--- src/rtl/nco_sweep_ctrl_if.sv ---
// Handshake/config bundle between a sweep master and nco_sweep_ctrl.
// The master drives configuration and control; the slave returns the NCO drive and status.
interface nco_sweep_ctrl_if #(
   parameter int APR = 32,
   parameter int DWW = 16
);
   logic           cfg_wr;
   logic [APR-1:0] cfg_start;
   logic [APR-1:0] cfg_stop;
   logic [APR-1:0] cfg_step;
   logic [DWW-1:0] cfg_dwell;
   logic           cfg_repeat;
   logic           start;
   logic           abort;
   logic           nco_valid;
   logic [APR-1:0] phi_inc_o;
   logic           nco_clken;
   logic           busy;
   logic           done;
   logic           cfg_err;

   modport master (
      output cfg_wr, cfg_start, cfg_stop, cfg_step, cfg_dwell, cfg_repeat,
      output start, abort, nco_valid,
      input  phi_inc_o, nco_clken, busy, done, cfg_err
   );

   modport slave (
      input  cfg_wr, cfg_start, cfg_stop, cfg_step, cfg_dwell, cfg_repeat,
      input  start, abort, nco_valid,
      output phi_inc_o, nco_clken, busy, done, cfg_err
   );
endinterface

--- src/rtl/nco_sweep_ctrl.sv ---
// Frequency-sweep controller: steps an NCO phase increment from start to stop,
// holding each value for a programmable number of valid NCO samples.
//
//   state | meaning
//   IDLE  | waiting for start; cfg_wr accepted here only
//   PRIME | NCO clocked, waiting for first nco_valid (pipeline fill)
//   SWEEP | dwell counting on valid samples, stepping phi_inc_o
//   DONE  | one-cycle done pulse, NCO clock gated off
module nco_sweep_ctrl #(
   parameter int APR = 32,
   parameter int DWW = 16
) (
   input  logic           clk,
   input  logic           reset_n,
   nco_sweep_ctrl_if.slave bus
);

   typedef enum logic [1:0] {
      ST_IDLE  = 2'd0,
      ST_PRIME = 2'd1,
      ST_SWEEP = 2'd2,
      ST_DONE  = 2'd3
   } state_t;

   state_t         r_state;
   logic [APR-1:0] r_start;
   logic [APR-1:0] r_stop;
   logic [APR-1:0] r_step;
   logic [DWW-1:0] r_dwell;
   logic           r_repeat;
   logic [DWW-1:0] r_cnt;
   logic [APR-1:0] r_phi;
   logic           r_clken;
   logic           r_done;
   logic           r_cfg_err;

   logic [APR:0]   w_sum;
   logic [APR-1:0] w_next_phi;
   logic [DWW-1:0] w_dwell_in;
   logic           w_cfg_ok;

   // Extra carry bit lets an overflowing step saturate to stop instead of wrapping.
   assign w_sum      = {1'b0, r_phi} + {1'b0, r_step};
   assign w_next_phi = (w_sum > {1'b0, r_stop}) ? r_stop : w_sum[APR-1:0];
   assign w_dwell_in = (bus.cfg_dwell == '0) ? DWW'(1) : bus.cfg_dwell;
   assign w_cfg_ok   = (bus.cfg_step != '0) && (bus.cfg_start <= bus.cfg_stop);

   always_ff @(posedge clk or negedge reset_n) begin
      if (!reset_n) begin
         r_state   <= ST_IDLE;
         r_start   <= '0;
         r_stop    <= '0;
         r_step    <= APR'(1);
         r_dwell   <= DWW'(1);
         r_repeat  <= 1'b0;
         r_cnt     <= DWW'(1);
         r_phi     <= '0;
         r_clken   <= 1'b0;
         r_done    <= 1'b0;
         r_cfg_err <= 1'b0;
      end else begin
         r_done    <= 1'b0;
         r_cfg_err <= 1'b0;
         if (bus.abort) begin
            r_state <= ST_IDLE;
            r_clken <= 1'b0;
            r_phi   <= '0;
         end else begin
            case (r_state)
               ST_IDLE: begin
                  if (bus.cfg_wr) begin
                     if (w_cfg_ok) begin
                        r_start  <= bus.cfg_start;
                        r_stop   <= bus.cfg_stop;
                        r_step   <= bus.cfg_step;
                        r_dwell  <= w_dwell_in;
                        r_repeat <= bus.cfg_repeat;
                     end else begin
                        r_cfg_err <= 1'b1;
                     end
                  end
                  if (bus.start) begin
                     r_phi   <= r_start;
                     r_clken <= 1'b1;
                     r_cnt   <= r_dwell;
                     r_state <= ST_PRIME;
                  end
               end
               ST_PRIME: begin
                  if (bus.cfg_wr) r_cfg_err <= 1'b1;
                  if (bus.nco_valid) r_state <= ST_SWEEP;
               end
               ST_SWEEP: begin
                  if (bus.cfg_wr) r_cfg_err <= 1'b1;
                  if (bus.nco_valid) begin
                     if (r_cnt == DWW'(1)) begin
                        if (r_phi < r_stop) begin
                           r_phi <= w_next_phi;
                           r_cnt <= r_dwell;
                        end else if (r_repeat) begin
                           r_phi <= r_start;
                           r_cnt <= r_dwell;
                        end else begin
                           r_state <= ST_DONE;
                           r_clken <= 1'b0;
                           r_done  <= 1'b1;
                        end
                     end else begin
                        r_cnt <= r_cnt - DWW'(1);
                     end
                  end
               end
               ST_DONE: begin
                  if (bus.cfg_wr) r_cfg_err <= 1'b1;
                  r_state <= ST_IDLE;
               end
               default: r_state <= ST_IDLE;
            endcase
         end
      end
   end

   assign bus.phi_inc_o = r_phi;
   assign bus.nco_clken = r_clken;
   assign bus.busy      = (r_state != ST_IDLE);
   assign bus.done      = r_done;
   assign bus.cfg_err   = r_cfg_err;

endmodule
--- src/flat_wrapper.sv ---
// flat-port wrapper written by rule: the top's interface ports become plain ports
module nco_sweep_ctrl_flat 
#(
   parameter int APR = 32,
   parameter int DWW = 16
)
  (clk, reset_n, bus_cfg_wr, bus_cfg_start, bus_cfg_stop, bus_cfg_step, bus_cfg_dwell, bus_cfg_repeat, bus_start, bus_abort, bus_nco_valid, bus_phi_inc_o, bus_nco_clken, bus_busy, bus_done, bus_cfg_err);
  nco_sweep_ctrl_if #(.APR(APR), .DWW(DWW)) bus_i ();
  input  logic clk;
  input  logic reset_n;
  input wire logic [$bits(bus_i.cfg_wr)-1:0] bus_cfg_wr;
  input wire logic [$bits(bus_i.cfg_start)-1:0] bus_cfg_start;
  input wire logic [$bits(bus_i.cfg_stop)-1:0] bus_cfg_stop;
  input wire logic [$bits(bus_i.cfg_step)-1:0] bus_cfg_step;
  input wire logic [$bits(bus_i.cfg_dwell)-1:0] bus_cfg_dwell;
  input wire logic [$bits(bus_i.cfg_repeat)-1:0] bus_cfg_repeat;
  input wire logic [$bits(bus_i.start)-1:0] bus_start;
  input wire logic [$bits(bus_i.abort)-1:0] bus_abort;
  input wire logic [$bits(bus_i.nco_valid)-1:0] bus_nco_valid;
  output wire logic [$bits(bus_i.phi_inc_o)-1:0] bus_phi_inc_o;
  output wire logic [$bits(bus_i.nco_clken)-1:0] bus_nco_clken;
  output wire logic [$bits(bus_i.busy)-1:0] bus_busy;
  output wire logic [$bits(bus_i.done)-1:0] bus_done;
  output wire logic [$bits(bus_i.cfg_err)-1:0] bus_cfg_err;
  assign bus_i.cfg_wr = bus_cfg_wr;
  assign bus_i.cfg_start = bus_cfg_start;
  assign bus_i.cfg_stop = bus_cfg_stop;
  assign bus_i.cfg_step = bus_cfg_step;
  assign bus_i.cfg_dwell = bus_cfg_dwell;
  assign bus_i.cfg_repeat = bus_cfg_repeat;
  assign bus_i.start = bus_start;
  assign bus_i.abort = bus_abort;
  assign bus_i.nco_valid = bus_nco_valid;
  assign bus_phi_inc_o = bus_i.phi_inc_o;
  assign bus_nco_clken = bus_i.nco_clken;
  assign bus_busy = bus_i.busy;
  assign bus_done = bus_i.done;
  assign bus_cfg_err = bus_i.cfg_err;
  nco_sweep_ctrl #(.APR(APR), .DWW(DWW)) u_core (.clk(clk), .reset_n(reset_n), .bus(bus_i));
endmodule
--- config.mk ---
export PLATFORM = sky130hd
export DESIGN_NAME = nco_sweep_ctrl_flat
export DESIGN_NICKNAME = d
export VERILOG_FILES = /design/src/rtl/nco_sweep_ctrl_if.sv /design/src/rtl/nco_sweep_ctrl.sv /design/src/flat_wrapper.sv
export SDC_FILE = /design/constraint.sdc
export NUM_CORES = 1
export LEC_CHECK = 0
export CAP_MARGIN = 5
export CORE_MARGIN = 3
export CORE_UTILIZATION = 65
export DETAILED_ROUTE_END_ITERATION = 8
export DONT_BUFFER_PORTS = 1
export PLACE_DENSITY_LB_ADDON = 0.2
export SYNTH_ARGS = -nofsm -noshare
export SYNTH_HDL_FRONTEND = slang
export SYNTH_SLANG_ARGS = --single-unit
--- constraint.sdc ---
create_clock -name clk -period 5.3 [get_ports clk]
set_input_delay 1.06 -clock clk [delete_from_list [all_inputs] [get_ports clk]]
set_output_delay 1.06 -clock clk [all_outputs]
set_load 0.005 [all_outputs]
After elaboration in Yosys (flattened, before gate mapping)
Cells that the tools add are included.
Widths: inputs -> output; s select.

cells by class
  $add $sub $neg = 2
  $lt $le $gt $ge = 3
  equal/unequal tests = 14
  mux-type cells = 41
  bitwise gates (word level) = 1
  reduce and logical (&&, ||, !) cells = 13

operators by type and width
  cell                   count
  $mux 32                7
  $mux 16                6
  $pmux 32 s2            1
  $add 32x32->33         1
  $gt 33x32->1           1
  $le 32x32->1           1
  $lt 32x32->1           1
  $pmux 16 s2            1
  $reduce_bool 32->1     1
  $eq 16x1->1 const B    1
  $logic_not 16->1       1
  $mux 1                 16
  $sub 16x1->16 const B  1
  $ne 3x3->1 const B     5
  $mux 2                 7
  $reduce_and 6->1       2
  $reduce_and 5->1       2
  $pmux 2 s4             1
  $eq 2x2->1 const B     2
  $ne 2x2->1 const B     2
  $ne 4x2->1 const B     1
  $ne 4x3->1 const B     1
  $pmux 1 s2             2
  $reduce_and 4->1       1
  8 further kinds        9

word-level totals
  register bits = 166
  input port bits = 119
  output and inout port bits = 36
  logic and storage cells = 85

Longest topological paths before layout
Gate-level depths: netlist of run 1.

  word-level depth = 8
  mapped depth = 23
  depth with buffers taken out = 22

Least setup slack after synthesis of run 1
Ideal clock, no wire load.

  path type = flip-flop to flip-flop
  from = register u_core.r_phi[9], in the netlist u_core.bus.phi_inc_o[9]
  to = register u_core.r_phi[19], in the netlist u_core.bus.phi_inc_o[19]
  setup time = 0.132 ns
  arrival time = 4.559 ns
  required time = 5.168 ns
  path slack = 0.609 ns
  stages on the path, launching flop included = 23
  path buffers = 2
  period minus slack after synthesis = 4.691 ns
  path through = dfrtp_1 > ha_1 > buf_6 > a21o_1 > a311o_1 > a221o_1 > o21ai_0 > a31oi_1 > a21o_1 > a21oi_1 > xnor2_1 > ha_1 > a21o_1 > a21o_1 > a221oi_1 > o21ai_0 > o211ai_1 > nand2_1 > o32ai_4 > buf_6 > nor2_1 > a21oi_1 > o21ai_1

on the way
  word-level cells in the longest chain between the ends = 8
  elaborated cells on any way between the ends = 11
  classes of those cells = add/sub (1); order compare (2); eq/ne (1); mux (6); reduce/logical (1)

RTL lines
  element                 line                   RTL
  start, declared         nco_sweep_ctrl.sv:32   logic [APR-1:0] r_phi;
  start signal, assigned  nco_sweep_ctrl.sv:83   r_phi <= r_start;
  start signal, assigned  nco_sweep_ctrl.sv:98   r_phi <= w_next_phi;
  start signal, assigned  nco_sweep_ctrl.sv:101  r_phi <= r_start;
  $add 32x32->33          nco_sweep_ctrl.sv:43   assign w_sum = {1'b0, r_phi} + {1'b0, r_step};
  $gt 33x32->1            nco_sweep_ctrl.sv:44   assign w_next_phi = (w_sum > {1'b0, r_stop}) ? r_stop : w_sum[APR-1:0];
  $mux 32                 nco_sweep_ctrl.sv:44
  $mux 32                 nco_sweep_ctrl.sv:97   if (r_phi < r_stop) begin
  $mux 32                 nco_sweep_ctrl.sv:96   if (r_cnt == DWW'(1)) begin
  $mux 32                 nco_sweep_ctrl.sv:95   if (bus.nco_valid) begin
  $pmux 32 s2             nco_sweep_ctrl.sv:69   case (r_state)
  $mux 32                 nco_sweep_ctrl.sv:64   if (bus.abort) begin

Several ways; a longest one is shown, not always the timed one. The select of a mux whose other input is x is not followed.
A chain may end at the register's enable or synchronous reset.

Final worst setup path of run 1
  from = register u_core.r_step[0]
  to = register u_core.r_phi[13], in the netlist u_core.bus.phi_inc_o[13]

on the way
  word-level cells in the longest chain between the ends = 8

RTL lines
  element                 line                  RTL
  start, declared         nco_sweep_ctrl.sv:28  logic [APR-1:0] r_step;
  start signal, assigned  nco_sweep_ctrl.sv:75  r_step <= bus.cfg_step;
  $add 32x32->33 (*)      nco_sweep_ctrl.sv:43
  $gt 33x32->1            nco_sweep_ctrl.sv:44
  $mux 32 (*)             nco_sweep_ctrl.sv:44
  $mux 32 (*)             nco_sweep_ctrl.sv:97
  $mux 32 (*)             nco_sweep_ctrl.sv:96
  $mux 32 (*)             nco_sweep_ctrl.sv:95
  $pmux 32 s2 (*)         nco_sweep_ctrl.sv:69
  $mux 32 (*)             nco_sweep_ctrl.sv:64

Every way passes the cells marked *; elsewhere a longest branch is shown, timed or not. The select of a mux whose other input is x is not followed.

==> results of run 1 <==
==> state kept, by name (all words and copies together), names as in the netlist <==
| name | count |
|---|---|
| u_core.bus.phi_inc_o | 32 |
| u_core.bus.done | 1 |
| u_core.r_cnt | 16 |
| u_core.r_state | 2 |
| u_core.r_start | 32 |
| u_core.r_stop | 32 |
| u_core.bus.cfg_err | 1 |
| u_core.r_repeat | 1 |
| u_core.r_dwell | 16 |
| u_core.bus.nco_clken | 1 |
| u_core.r_step | 32 |
==> placed cells by master (no fill, tap or decap), drive strengths merged, types with 27 or more instances in the layout <==
cell	netlist	final
inv	87	90
dfrtp	163	163
nand2	40	40
a22oi	35	35
nor2	78	78
mux2	82	82
a21o	33	33
mux2i	35	35
a21oi	101	101
o21ai	87	87
nand4	27	27
ha	132	132
==> power groups by stage <==
stage / registers, mW / logic [mW] / clock network, mW
6_report: 2.42 / 6.13 / 1.37
2_1_floorplan: 2.24 / 4.50 / 0
3_5_place_dp: 2.43 / 5.40 / 0
5_1_grt: 2.49 / 6.81 / 1.43
3_3_place_gp: 2.41 / 5.24 / 0
4_1_cts: 2.41 / 5.54 / 1.39
==> kinds of logic after synthesis <==
logic type | after synthesis
simple gates | 252
flops | 166
xor+xnor | 24
mux | 117
fa+ha+maj | 133
compound gates | 325
buf+inv | 125
==> repair_timing <==
item,in CTS,in global routing
cloned,0,1
setup endpoints to repair,1,32
gates resized for setup,1,18
buffers inserted,0,9
pin swaps,0,5
==> final timing paths <==
path                                           startpoint                              endpoint  slack [ps]  cells after the start
setup reg to reg             u_core.r_step[0]$_DFFE_PN1P_  u_core.bus.phi_inc_o[13]$_DFFE_PN0P_         190                     25
hold / removal                                    reset_n        u_core.r_start[22]$_DFFE_PN0P_         310                      0
setup / recovery             u_core.r_step[0]$_DFFE_PN1P_  u_core.bus.phi_inc_o[13]$_DFFE_PN0P_         190                     25
max in group asynchronous                         reset_n          u_core.r_step[0]$_DFFE_PN1P_        4750                      0
hold reg to reg            u_core.r_dwell[10]$_DFFE_PN0P_        u_core.r_dwell[10]$_DFFE_PN0P_         510                      1
min in group clk           u_core.r_dwell[10]$_DFFE_PN0P_        u_core.r_dwell[10]$_DFFE_PN0P_         510                      1
==> worst register-to-register path: stages (launching register included) <==
cell      delay (ps)
dfstp_2          550
ha_1             190
inv_1             60
fa_1             410
nor2b_2          200
o31ai_2          120
a211oi_2         240
buf_4            160
o21ai_2           60
a31oi_1          210
a21o_1           150
a21oi_1           70
xnor2_1          220
ha_1             280
a21o_1           180
a21o_1           170
a221oi_1         260
o21ai_1          120
o211ai_1         240
nand2_1          130
o32ai_4          320
buf_6            170
buf_12           140
nor2_1            60
a21oi_1          170
o21ai_1          100
==> metal layers <==
layer	global-route usage [%]	wire, um	up-vias	part of all wire [%]
met5	0	0	-	0
met2	50.9	13800	293	49
li1	-	-	4212	-
met3	9.28	2300	51	8.1
met4	10.3	616	0	2.2
met1	36.9	11600	4244	41
==> final cells by class <==
type | instances | area share, %
Multi-Input combinational cell | 851 | 53.5
Sequential cell | 166 | 34.0
Clock buffer | 20 | 3.74
Inverter | 87 | 2.67
Tap cell | 220 | 2.25
Timing Repair Buffer | 27 | 2.24
Clock inverter | 12 | 1.57
==> per-stage QoR <==
step | worst slack, ps | util (%)
floorplan | 609 | -
CTS | 33.7 | 71.9
global placement | 258 | 68.1
detailed placement | 161 | 68.1
finish | 192 | 72.9
global route | -81.7 | 72.9
==> out/results.ini, run 1 <==
[cts]
numCtsBuffers=17
clk-insertion-delay-late_ps=450
htreeDepth=4
clk_pin_slew_ps=70
tritoncts=yes
cts_sinks=166
cts_root_buffer=clkbuf_16
postCtsHoldBufs=0
clock_path_buffers=2

[layout]
antenna_cells=0
drive_above_1_share_pct=14.5
seqCellArea_um2=4160
instances_no_fill=1383
multi_input_area_um2=6530
nNetsFinal=1402
area_delta_synth_final_pct=8.79
fillCellCount=1225
stdcell_area_um2=12200

[power_and_ir_drop]
power_switching_mw=4.51
combPwrFrac_pct=61.8
peakVddDrop_v=0.000509
p_seq_share_pct=24.4
power.internal_mw=5.42
swShare_pct=45.4
p_per_area_nw_per_um2=813
leakagePower_nw=6.03
power.total_mw=9.92
clkPwrFrac_pct=13.8

[timing]
tns_ps=0
drv_slew=0
tightest_slew_ps=972
finalClockSkew_ps=14.3
finalCritPeriodShare_pct=96.4
max_freq_ghz=0.196
relSlewSlack_pct=34.8
period_minus_slack_ps=5110
finalSetupViolCount=0
hold_ws_ps=313
finalHoldViolCount=0

[synthesis]
synth-simple-area-share_pct=11.1
synthXorXnorAreaFrac_pct=1.87
ys_ff_latch=166
synth_compound_area_share_pct=18.5
synth-adder-area-share_pct=14.9
syn-num-nets=1394
synth_common_cells=163 x dfrtp_1, 132 x ha_1, 93 x a21oi_1
ys_types=69
yosys-top-cells-area=dfrtp_1 36%, ha_1 15%, mux2_2 8.2%
syn-cell-area_um2=11200
yosysWarnings=0
avgSynthCellArea_um2=9.83
synthesis.instances=1142
async_flop_share_pct=100
synth_top_family_by_area=compound AO/OA/AOI/OAI gates
synth_area_leader_cell=dfrtp_1
synth.most_common_cell=dfrtp_1
synth_flop_cell=dfrtp_1
synth_edf_count=0
synthMuxAreaShare_pct=11.3
netlist.area_leader.share_pct=36.3
yosysSeqAreaShare_pct=37.0

[worst_setup_path]
critPathKind=reg2reg
critical_path.most_common_cell=a21o_1
crit_family=compound AO/OA/AOI/OAI gates
critPathMaxFanout=12
cp_data_arrival_time_ps=5420
cp_num_buf_inv=4
slowest_stage=dfstp_2
startpoint_type=flip-flop
endpoint_kind=flip-flop
slowest_delay_ps=550
crit_required_ps=5610

[placed_design]
gp_congestion=0.931
placed_area_um2=11400
port-buffer-count=0
dp_cells=1341
dp_hpwl_um=20800

[grt]
grt_first_pass_wirelength_um=44700
track_usage_pct=30.2
grt_max_degree=167
overflow=0
grt_pass1_vias=9012
antenna_found_initial=0

[route]
drt-initial-drc-count=558
num_vias=8800
via_per_inst=6.36
antenna_left=0
routedWlPerCell_um=20.5
drc_errors=0
drt_first_pass_iters=5
wl_um=28400

[floorplan]
core_um2=16800
pin_count=155
dieArea_um2=18900
die_y_um=137
fp.dieW_um=137
rows=47
start_util_pct=67.0

[hold_path]
hold_path_class=in2async

[outcome]
status=completed

[run]
cap_violations=0

Note: power is estimated with default switching activity, not from simulation.
==> run 2, diff against run 1 <==
--- a/config.mk
+++ b/config.mk
@@ -5,6 +5,7 @@
 export SDC_FILE = /design/constraint.sdc
 export NUM_CORES = 1
 export LEC_CHECK = 0
+export ABC_AREA = 1
 export CAP_MARGIN = 5
 export CORE_MARGIN = 3
 export CORE_UTILIZATION = 65
==> out/results.ini, run 2 <==
[synthesis]
synthXorXnorAreaFrac_pct=1.56  ; -0.31 points
synth_compound_area_share_pct=12.5  ; -6.0 points
yosysSeqAreaShare_pct=33.7  ; -3.3 points
synthMuxAreaShare_pct=0.649  ; -11 points
yosysWarnings=0  ; unchanged
netlist.area_leader.share_pct=33.1  ; -3.3 points
async_flop_share_pct=100  ; unchanged
yosys-top-cells-area=dfrtp_1 33%, nand2_1 16%, ha_1 13%
syn-cell-area_um2=12300  ; +9.8%
ys_ff_latch=166  ; unchanged
synth.most_common_cell=nand2_1
synth_area_leader_cell=dfrtp_1
syn-num-nets=1993  ; +43%
synth_edf_count=0  ; unchanged
synth_top_family_by_area=simple AND/OR/NAND/NOR gates
ys_types=52  ; -25%
synthesis.instances=1741  ; +52%
synth-simple-area-share_pct=27.2  ; +16 points
synth_common_cells=541 x nand2_1, 273 x inv_1, 163 x dfrtp_1
avgSynthCellArea_um2=7.08  ; -28%
synth_flop_cell=dfrtp_1
synth-adder-area-share_pct=13.6  ; -1.3 points

[timing]
finalSetupViolCount=0  ; unchanged
relSlewSlack_pct=43.3  ; +8.5 points
tns_ps=0  ; unchanged
drv_slew=0  ; unchanged
period_minus_slack_ps=4510  ; -595 ps
hold_ws_ps=313  ; +0.488 ps
max_freq_ghz=0.222  ; +13%
worst_slack_ps=787  ; +595 ps
finalClockSkew_ps=11.8  ; -2.53 ps
tightest_slew_ps=848  ; -123 ps
finalCritPeriodShare_pct=85.1  ; -11 points
rsz0062_at_grt=no
finalHoldViolCount=0  ; unchanged

[layout]
fillCellCount=1546  ; +26%
area_delta_synth_final_pct=5.29
layout_common_cells=541 x nand2_1, 273 x inv_1, 163 x dfrtp_1
antenna_cells=0  ; unchanged
drive_above_1_share_pct=4.11  ; -10 points
multi_input_area_um2=6830  ; +4.6%
final_common_cell=nand2_1
nNetsFinal=1969  ; +40%
seqCellArea_um2=4160  ; unchanged

[floorplan]
core_um2=18300  ; +9.0%
dieArea_um2=20700  ; +9.4%
pin_count=155  ; unchanged
rows=49  ; +4.3%
fp.dieW_um=144  ; +4.6%
die_y_um=144  ; +4.6%
start_util_pct=67.5  ; +0.51 points

[worst_setup_path]
critPathMaxFanout=32  ; +20
slowest_stage=dfstp_2
critPathKind=reg2reg
rrSetupSlack_ps=790  ; +600 ps
cp_data_arrival_time_ps=4890  ; -530 ps
critical_path.most_common_cell=nand2_1
endpoint_kind=flip-flop
startpoint_type=flip-flop
crit_required_ps=5670  ; +60 ps
slowest_delay_ps=530  ; -20 ps

[placed_design]
place_ws_ps=885  ; +724 ps
port-buffer-count=0  ; unchanged
dp_hpwl_um=24900  ; +20%
gp_congestion=0.943  ; +1.2%

[route]
drc_errors=0  ; unchanged
routedWlPerCell_um=16.7  ; -19%
drt_first_pass_iters=6  ; +1
num_vias=11200  ; +28%
wl_um=32600  ; +15%
via_per_inst=5.74  ; -9.8%
antenna_left=0  ; unchanged
drt-initial-drc-count=1021  ; +83%

[cts]
clock_path_buffers=2  ; unchanged
cts_resized=0  ; -1
postCtsHoldBufs=0  ; unchanged
cts_root_buffer=clkbuf_16
clk-insertion-delay-late_ps=440  ; about the same
clk_pin_slew_ps=70  ; about the same
cts_sinks=166  ; unchanged
htreeDepth=4  ; unchanged
postCtsSetupRepairBufs=0  ; unchanged
numCtsBuffers=17  ; unchanged
tritoncts=yes

[power_and_ir_drop]
p_per_area_nw_per_um2=751  ; -7.6%
peakVddDrop_v=0.000401  ; -21%
leakagePower_nw=7.31  ; +21%
power.total_mw=9.75  ; -1.7%

[run]
cap_violations=0  ; unchanged

[grt]
track_usage_pct=32.1  ; +1.9 points
antenna_found_initial=0  ; unchanged
grt_pass1_vias=10600  ; +17%
grt_first_pass_wirelength_um=52800  ; +18%
grt_max_degree=167  ; unchanged
overflow=0  ; unchanged

[outcome]
status=completed

[hold_path]
hold_path_class=in2async

## run 2: worst paths after layout
check	startpoint	to	depth (start not counted)
setup / recovery	u_core.r_step[0]$_DFFE_PN1P_	u_core.bus.phi_inc_o[13]$_DFFE_PN0P_	30
hold / removal	reset_n	u_core.r_step[1]$_DFFE_PN0P_	0
setup reg to reg	u_core.r_step[0]$_DFFE_PN1P_	u_core.bus.phi_inc_o[13]$_DFFE_PN0P_	30
hold reg to reg	u_core.r_dwell[10]$_DFFE_PN0P_	u_core.r_dwell[10]$_DFFE_PN0P_	2
max in group asynchronous	reset_n	u_core.r_dwell[0]$_DFFE_PN1P_	0
min in group clk	u_core.r_dwell[10]$_DFFE_PN0P_	u_core.r_dwell[10]$_DFFE_PN0P_	2
## run 2: layout make-up
class / instances / area share [%]
Clock buffer: 18 / 3.38
Clock inverter: 13 / 1.21
Inverter: 278 / 8.04
Multi-Input combinational cell: 1247 / 52.6
Sequential cell: 166 / 32.0
Tap cell: 229 / 2.21
Timing Repair Buffer: 7 / 0.501
## run 2: where the power goes
| group | total [mW] | internal (mW) | switching, mW |
|---|---|---|---|
| clock network | 1.29 | 0.721 | 0.567 |
| registers | 2.45 | 1.86 | 0.588 |
| logic | 6.01 | 2.07 | 3.94 |
| total | 9.75 | 4.66 | 5.10 |
## run 2: cells by family (layout without fill, tap and decap cells)
logic type	after synthesis	count (layout)
and+or+nand+nor	796	796
xor gates and xnor gates	22	22
muxes	8	8
adders and majority gates	133	133
AOI/OAI and AO/OA	288	288
DFF	166	166
buffers and inverters	328	316
## run 2: per-layer routing
| layer | track usage (%) | wire length [um] | up-vias |
|---|---|---|---|
| li1 | - | - | 5553 |
| met1 | 45.3 | 14400 | 5168 |
| met2 | 50.6 | 14600 | 454 |
| met3 | 6.86 | 2950 | 65 |
| met4 | 8.52 | 670 | 0 |
| met5 | 0 | 0 | - |
## run 2: metrics by stage
step / util, % / instance area [um2] / instances
after global routing: 71.1 / 13000 / 1958
after CTS: 71.1 / 13000 / 1958
after global placement: 67.8 / 12400 / 1927
final: 71.1 / 13000 / 1958
after floorplan: - / 12300 / 1741
after detailed placement: 67.8 / 12400 / 1927
## run 2: worst max-delay path, delay by kind of cell, from the launching register on
kind,cells,cell delay (ps)
AOI/OAI and AO/OA,4,680
DFF,1,530
buffers and inverters,3,140
adders and majority gates,3,830
and+or+nand+nor,20,2220
